`config.mk`:
```
export PLATFORM = sky130hd
export DESIGN_NAME = instruction_loader
export DESIGN_NICKNAME = d
export VERILOG_FILES = /design/src/rtl/instruction_loader.sv
export SDC_FILE = /design/constraint.sdc
export NUM_CORES = 1
export LEC_CHECK = 0
export ABC_AREA = 0
export CORE_UTILIZATION = 45
export CTS_BUF_LIST = sky130_fd_sc_hd__clkbuf_8 sky130_fd_sc_hd__clkbuf_16
export CTS_CLUSTER_DIAMETER = 100
export DETAILED_ROUTE_END_ITERATION = 7
export PLACE_DENSITY = 0.71
export SLEW_MARGIN = 20
export SYNTH_ARGS = -nofsm -noshare
export SYNTH_HDL_FRONTEND = slang
export SYNTH_SLANG_ARGS = --single-unit
```
`constraint.sdc`:
```
create_clock -name clk -period 4.5 [get_ports clk]
set_clock_uncertainty 0.1 [all_clocks]
set_input_delay 0.675 -clock clk [delete_from_list [all_inputs] [get_ports clk]]
set_output_delay 0.675 -clock clk [all_outputs]
set_load 0.005 [all_outputs]
```
`src/rtl/instruction_loader.sv`:
```
// instruction_loader: receives a framed program image as a byte stream
// (A5, 16-bit LE word count, 4*N data bytes, 8-bit additive checksum),
// assembles little-endian words and strobes them into the instruction
// memory while holding the CPU in reset.
// Optional feature: define LOADER_TIMEOUT_EN to abort a stalled frame after
// TIMEOUT idle cycles.
module instruction_loader #(
  parameter int bus     = 32,
  parameter int memsize = 4096,
  parameter int TIMEOUT = 1000000
) (
  input  logic           clk,
  input  logic           reset,
  input  logic [7:0]     in_data,
  input  logic           in_valid,
  output logic           in_ready,
  output logic           mem_we,
  output logic [bus-1:0] mem_addr,
  output logic [bus-1:0] mem_wdata,
  output logic           cpu_hold,
  output logic           load_done,
  output logic           load_error
);

  typedef enum logic [2:0] {IDLE, LEN0, LEN1, DATA, CHECK, DONE, ERROR} state_t;

  state_t         state, state_d;
  logic [7:0]     len_lo, len_lo_d;
  logic [15:0]    n_words, n_words_d;
  logic [15:0]    word_idx, word_idx_d;
  logic [1:0]     lane, lane_d;
  logic [23:0]    asm_q, asm_d;
  logic [7:0]     checksum, checksum_d;
  logic           mem_we_d, cpu_hold_d, load_done_d, load_error_d;
  logic [bus-1:0] mem_addr_d, mem_wdata_d;
  logic           accept;
  logic [15:0]    len_full;

`ifdef LOADER_TIMEOUT_EN
  logic [31:0]    idle_cnt, idle_cnt_d;
`else
  // No idle counter: the loader waits indefinitely for the next byte.
`endif

  assign accept   = in_valid && in_ready;
  assign len_full = {in_data, len_lo};

  // Next-state and next-output decode for every registered output.
  always_comb begin
    // NOTE: every target gets a default first so no path leaves it unassigned (no latches).
    state_d      = state;
    len_lo_d     = len_lo;
    n_words_d    = n_words;
    word_idx_d   = word_idx;
    lane_d       = lane;
    asm_d        = asm_q;
    checksum_d   = checksum;
    mem_we_d     = 1'b0;
    mem_addr_d   = mem_addr;
    mem_wdata_d  = mem_wdata;
    cpu_hold_d   = cpu_hold;
    load_done_d  = load_done;
    load_error_d = load_error;

    case (state)
      IDLE, DONE, ERROR: begin
        if (accept && in_data == 8'hA5) begin
          state_d      = LEN0;
          cpu_hold_d   = 1'b1;
          load_done_d  = 1'b0;
          load_error_d = 1'b0;
          checksum_d   = 8'h00;
          word_idx_d   = 16'd0;
          lane_d       = 2'd0;
        end
      end
      LEN0: begin
        if (accept) begin
          len_lo_d = in_data;
          state_d  = LEN1;
        end
      end
      LEN1: begin
        if (accept) begin
          n_words_d = len_full;
          if (32'(len_full) > memsize) begin
            state_d      = ERROR;
            load_error_d = 1'b1;
            cpu_hold_d   = 1'b1;
          end else if (len_full == 16'd0) begin
            state_d = CHECK;
          end else begin
            state_d = DATA;
          end
        end
      end
      DATA: begin
        if (accept) begin
          checksum_d = checksum + in_data;
          lane_d     = lane + 2'd1;
          case (lane)
            2'd0: asm_d[7:0]   = in_data;
            2'd1: asm_d[15:8]  = in_data;
            2'd2: asm_d[23:16] = in_data;
            default: begin
              mem_we_d    = 1'b1;
              mem_wdata_d = bus'({in_data, asm_q});
              mem_addr_d  = bus'({word_idx, 2'b00});
              word_idx_d  = word_idx + 16'd1;
              if (word_idx == n_words - 16'd1) state_d = CHECK;
            end
          endcase
        end
      end
      CHECK: begin
        if (accept) begin
          if (in_data == checksum) begin
            state_d     = DONE;
            cpu_hold_d  = 1'b0;
            load_done_d = 1'b1;
          end else begin
            state_d      = ERROR;
            cpu_hold_d   = 1'b1;
            load_error_d = 1'b1;
          end
        end
      end
      default: state_d = IDLE;
    endcase

`ifdef LOADER_TIMEOUT_EN
    // Idle gap inside a frame: count cycles without an accepted byte.
    idle_cnt_d = 32'd0;
    if ((state == LEN0 || state == LEN1 || state == DATA || state == CHECK) && !accept) begin
      if (idle_cnt + 32'd1 >= 32'(TIMEOUT)) begin
        state_d      = ERROR;
        load_error_d = 1'b1;
        cpu_hold_d   = 1'b1;
      end else begin
        idle_cnt_d = idle_cnt + 32'd1;
      end
    end
`endif
  end

  // State and output registers; reset aborts any frame in flight.
  always_ff @(posedge clk or posedge reset) begin
    if (reset) begin
      state      <= IDLE;
      len_lo     <= 8'h00;
      n_words    <= 16'd0;
      word_idx   <= 16'd0;
      lane       <= 2'd0;
      asm_q      <= 24'd0;
      checksum   <= 8'h00;
      in_ready   <= 1'b1;
      mem_we     <= 1'b0;
      mem_addr   <= '0;
      mem_wdata  <= '0;
      cpu_hold   <= 1'b0;
      load_done  <= 1'b0;
      load_error <= 1'b0;
`ifdef LOADER_TIMEOUT_EN
      idle_cnt   <= 32'd0;
`endif
    end else begin
      // NOTE: non-blocking assignments so every flop samples pre-edge values.
      state      <= state_d;
      len_lo     <= len_lo_d;
      n_words    <= n_words_d;
      word_idx   <= word_idx_d;
      lane       <= lane_d;
      asm_q      <= asm_d;
      checksum   <= checksum_d;
      in_ready   <= 1'b1;
      mem_we     <= mem_we_d;
      mem_addr   <= mem_addr_d;
      mem_wdata  <= mem_wdata_d;
      cpu_hold   <= cpu_hold_d;
      load_done  <= load_done_d;
      load_error <= load_error_d;
`ifdef LOADER_TIMEOUT_EN
      idle_cnt   <= idle_cnt_d;
`endif
    end
  end

endmodule

```
==> After elaboration in Yosys (flattened, before gate mapping) <==
Index checks and enable logic that the tools add are counted.
W data, S select, Z words.
{ "totals": {"elab_cells": 100, "out_inout_bits": 69, "register_bits": 129, "inputBits": 11} }
{ "op_classes": {"reduce_logical": 21, "addsub": 4, "mux": 37, "n_eq_ne": 21, "magnitude_cmp": 1, "bitwise_logic": 1} }
{ "op_table": {"columns": ["cell", "n"], "rows": [
  ["$mux W16", 3],
  ["$pmux W16 S2", 1],
  ["$mux W3", 9],
  ["$ne A2 B2 Y1 const B", 10],
  ["$add A16 B1 Y16 const B", 1],
  ["$eq A16 B16 Y1", 1],
  ["$gt A16 B13 Y1 const B", 1],
  ["$logic_not A16 Y1", 1],
  ["$mux W8", 2],
  ["$pmux W8 S2", 1],
  ["$sub A16 B1 Y16 const B", 1],
  ["$pmux W3 S5", 1],
  ["$reduce_and A3 Y1", 5],
  ["$mux W1", 13],
  ["$eq A3 B3 Y1 const B", 3],
  ["$add A8 B8 Y8", 1],
  ["$eq A8 B8 Y1", 1],
  ["$eq A8 B8 Y1 const B", 1],
  ["$reduce_and A4 Y1", 2],
  ["$reduce_and A7 Y1", 1],
  ["$eq A3 B2 Y1 const B", 2],
  ["$mux W2", 3],
  ["$pmux W1 S3", 2],
  ["$reduce_and A6 Y1", 1],
  ["15 further kinds", 18]
]} }

==> Logic depth before layout (Yosys ltp) <==
{ "logic_depth": {"ltp_word": 6, "mapped_depth": 10, "depth_no_buf": 9} }

==> Least setup slack after synthesis <==
Ideal clock, no wire load.
{ "synth_timing": {"path_kind": "flip-flop to flip-flop", "startpoint": "register n_words[0]", "endpoint": "register state[1]", "required_ns": 4.266, "setup_slack_ns": 1.758, "path_stages_with_launch": 11, "setup_time_ns": 0.134, "arrival_time_ns": 2.508, "cell_sequence": "dfrtp_1 inv_1 ha_1 or4b_2 clkbuf_1 nor3_1 xnor2_1 o2111ai_1 or3_1 nor4_2 o211ai_1"} }
{ "synth_via": {"elab_chain_cells": 4} }
{ "synth_lines": {"columns": ["element", "line_no", "rtl"], "rows": [
  ["from (decl)", "29", "logic [15:0] n_words, n_words_d;"],
  ["from (signal assigned)", "170", "n_words <= n_words_d;"],
  ["$sub A16 B1 Y16", "110", "if (word_idx == n_words - 16'd1) state_d = CHECK;"],
  ["$eq A16 B16 Y1", "110", null],
  ["$ne A2 B2 Y1 (no line)", null, null],
  ["$reduce_and A7 Y1 (no line)", null, null],
  ["to (signal assigned)", "168", "state <= state_d;"],
  ["to (decl)", "27", "state_t state, state_d;"]
]} }
No other way between the ends.
A chain may end at the register's enable or synchronous reset.

==> Final worst setup path <==
{ "layout_timing": {"startpoint": "register n_words[5]", "endpoint": "register state[0]"} }
Same word-level chain as after synthesis.

==> reports/qor.yml <==
min_period_over_period_pct: 70.8
gp_congestion: 0.808
postCtsHoldBufs: 0
dieArea_mm2: 0.0145
tritoncts: "done"
antenna_cells: 0
grt_pass1_wl_um: 23600
start_kind: "flop"
ys_seq_elements: 129
max_freq_ghz: 0.314
clock_power_share_pct: 29.1
io_pins: 80
path_cells: "or4_4 > nor4_1 > mux2_2 > mux2i_1 > a21oi_1 > nor4_2 > a21oi_1"
critical_path.top_delay_family: "simple AND/OR/NAND/NOR gates"
synth_edf_count: 0
hold_violations: 0
ant_nets: 0
worst_pin_slew_ns: 0.986
ys_async_sr_fraction_pct: 100
die_w_um: 120
slowest_stage: "nor4_1"
dr.pass1.iters: 4
pwr_density_cell_mw_per_mm2: 638
crit_buf_inv: 0
switching_share_pct: 32.6
timing.reg2reg.setup_slack_ns: 1.32
cts_made_buffers: 17
htreeDepth: 4
path_common_cell: "a21oi_1"
grt_use_total_pct: 21.1
viasPerCell: 5.36
finalSetupViolations: 0
critPathMaxFanout: 6
syn_avg_cell_area_um2: 10.0
crit_end: "state[0]"
cts_root_buf: "clkbuf_16"
reg2reg_from: "n_words[5]"
seq_area_frac_synth_pct: 51.1
grt_pass1_vias: 4751
rows: 42
antenna_found_initial: 0
clock-sinks: 129
crit_arrival_ns: 3.37
timing.critical_path.required_ns: 4.68
synth_cells: 632
slew_headroom_pct: 34.3
placement.io_buffers: 62
r2r_end: "state[0]"
drt_iter0_markers: 352
p_seq_share_pct: 39.7
num_vias: 4737
ys.flop_type: "dfrtp_1"
p_int_mw: 3.31
ir_drop_mv: 0.337
drive_gt1_share_pct: 15.1
cts-resized-gates: 0
post-cts-setup-buffers: 0
synthToLayoutAreaGrowth_pct: 21.7
worst_setup_path_end_kind: "flop"
synth_area_mm2: 0.00632
drc_errors: 0
wire_per_inst_um: 16.0
critPathKind: "flop to flop"
path_clk_slew_ns: 0.06
net-switching-power_mw: 1.60
rsz0062_at_grt: "false"
grt.overflow.total: 0
combPwrFrac_pct: 31.2
yosys_warnings: 0
r2r_cells: 7
max_stage_delay_ns: 0.64
status: "completed"
cts_buffer_depth: 2
wl_um: 14200
synth_area_leaders: "dfrtp_1 (51%), nand2_1 (11%), mux2_2 (9.1%), xor2_1 (2.9%), ha_1 (2.6%)"
synth.top_cell.area_share_pct: 51.1
drv_cap: 0
fin_crit_ns: 3.18
grt_start_max_net_pins: 78
core-area_mm2: 0.0135
hpwl_um: 9480
synth.largest_area_cell: "dfrtp_1"
hold_path_class: "flop to flop"
die_h_um: 120
fin_nets: 719
finalPower_mw: 4.91
p_leak_nw: 3.54
synthDistinctLibCells: 59
initial_core_util_pct: 47.0
clock_latency_ns: 0.42
cp_num_cells: 7
fin_setup_tns_ns: 0
maxSlewViolCount: 0
worstSetupStartpoint: "n_words[5]"
==> through the flow <==
stage	instances	hold WS, ns	utilization, %	cell area (µm²)	setup slack [ns]
finish	883	0.368	57.2	7690	1.32
global route	883	0.390	57.2	7690	1.10
CTS	883	0.371	57.2	7690	1.33
detailed placement	851	0.355	52.6	7080	1.07
global placement	851	0.344	52.6	7080	1.20
floorplan	647	0.333	-	6370	0.284
==> state kept, by name (all words and copies together) (netlist names) <==
| name | count |
|---|---|
| n_words | 16 |
| cpu_hold | 1 |
| mem_addr | 16 |
| len_lo | 8 |
| asm_q | 24 |
| state | 3 |
| mem_wdata | 32 |
| load_error | 1 |
| word_idx | 16 |
| mem_we | 1 |
| lane | 2 |
| checksum | 8 |
| load_done | 1 |
==> cell usage in the layout (no fill, tap or decap), types with 10 or more instances in the layout <==
cell type	instances
a21oi_1	15
buf_4	11
clkbuf_16	17
clkdlybuf4s50_1	62
conb_1	17
dfrtp_1	129
ha_1	13
inv_1	10
mux2_2	51
nand2_1	177
nor2_1	26
nor4_1	10
o21ai_0	21
xnor2_1	18
xor2_1	21
==> cells by family (layout without fill, tap and decap cells) <==
group | count (synthesis) | after routing | synth area share (%)
AOI/OAI and AO/OA | 66 | 66 | 6.65
and+or+nand+nor | 266 | 266 | 19.2
other | 2 | 17 | 0.119
adders and majority gates | 14 | 14 | 2.89
DFF | 129 | 129 | 51.1
xor gates and xnor gates | 39 | 39 | 5.41
muxes | 57 | 57 | 10.0
buffers and inverters | 59 | 119 | 4.61
==> power by group through the flow <==
stage	Combinational (mW)	Clock [mW]	Sequential, mW
2_1_floorplan	1.10	0	1.83
3_3_place_gp	1.47	0	1.94
3_5_place_dp	1.52	0	1.96
4_1_cts	1.54	1.45	1.95
5_1_grt	1.72	1.49	2.00
6_report	1.53	1.43	1.95
==> cell usage after synthesis (2+ instances only) <==
| cell | count |
|---|---|
| mux2i_1 | 6 |
| a311o_1 | 2 |
| a21boi_0 | 2 |
| and4_1 | 2 |
| o31ai_1 | 2 |
| nand3_1 | 2 |
| clkinv_1 | 2 |
| or2_2 | 2 |
| o22ai_1 | 5 |
| buf_4 | 17 |
| nand2_1 | 177 |
| nor2_1 | 26 |
| nor4_2 | 2 |
| or3_1 | 8 |
| nor2b_1 | 2 |
| a21o_1 | 4 |
| buf_1 | 2 |
| a21oi_1 | 15 |
| o21ai_0 | 21 |
| nor4_1 | 10 |
| a22o_1 | 2 |
| nand4_1 | 8 |
| nor3_1 | 8 |
| conb_1 | 2 |
| mux2_2 | 51 |
| xor2_1 | 21 |
| inv_1 | 11 |
| dfrtp_1 | 129 |
| ha_1 | 13 |
| xnor2_1 | 18 |
| buf_2 | 5 |
| o211ai_1 | 4 |
| clkbuf_1 | 22 |
| nand2b_1 | 4 |
==> worst min path at each step <==
stage               depth (start not counted)  slack, ns             to  startpoint
global route                                2       0.39   mem_wdata[2]    asm_q[2]
finish                                      2       0.37  mem_wdata[18]   asm_q[18]
global placement                            2       0.34  mem_wdata[14]   asm_q[14]
CTS                                         2       0.37   mem_wdata[2]    asm_q[2]
floorplan                                   2       0.33   mem_wdata[0]    asm_q[0]
detailed placement                          2       0.36  mem_wdata[21]   asm_q[21]
==> cell type report <==
class                      instances  area [µm²]
clock buffer                      18         439
sequential                       129        3230
tap                              176         220
clock inverter                    14         175
multi-input combinational        459        2860
inverter                          13        51.3
fill                            1155        5760
timing repair buffer              74         723
==> worst min-delay path, cell delays in order, from the launching register on <==
cell,delay (ns)
dfrtp_1,0.33
nand2_1,0.05
nand2_1,0.05
==> routing by layer <==
| layer | track usage (%) | wire [µm] | vias up |
|---|---|---|---|
| met5 | 0 | 0 | - |
| met3 | 4.95 | 632 | 34 |
| li1 | - | - | 2232 |
| met2 | 34.7 | 7100 | 122 |
| met1 | 26.2 | 6090 | 2349 |
| met4 | 10.3 | 340 | 0 |
Power figures use the tool's default switching activity.
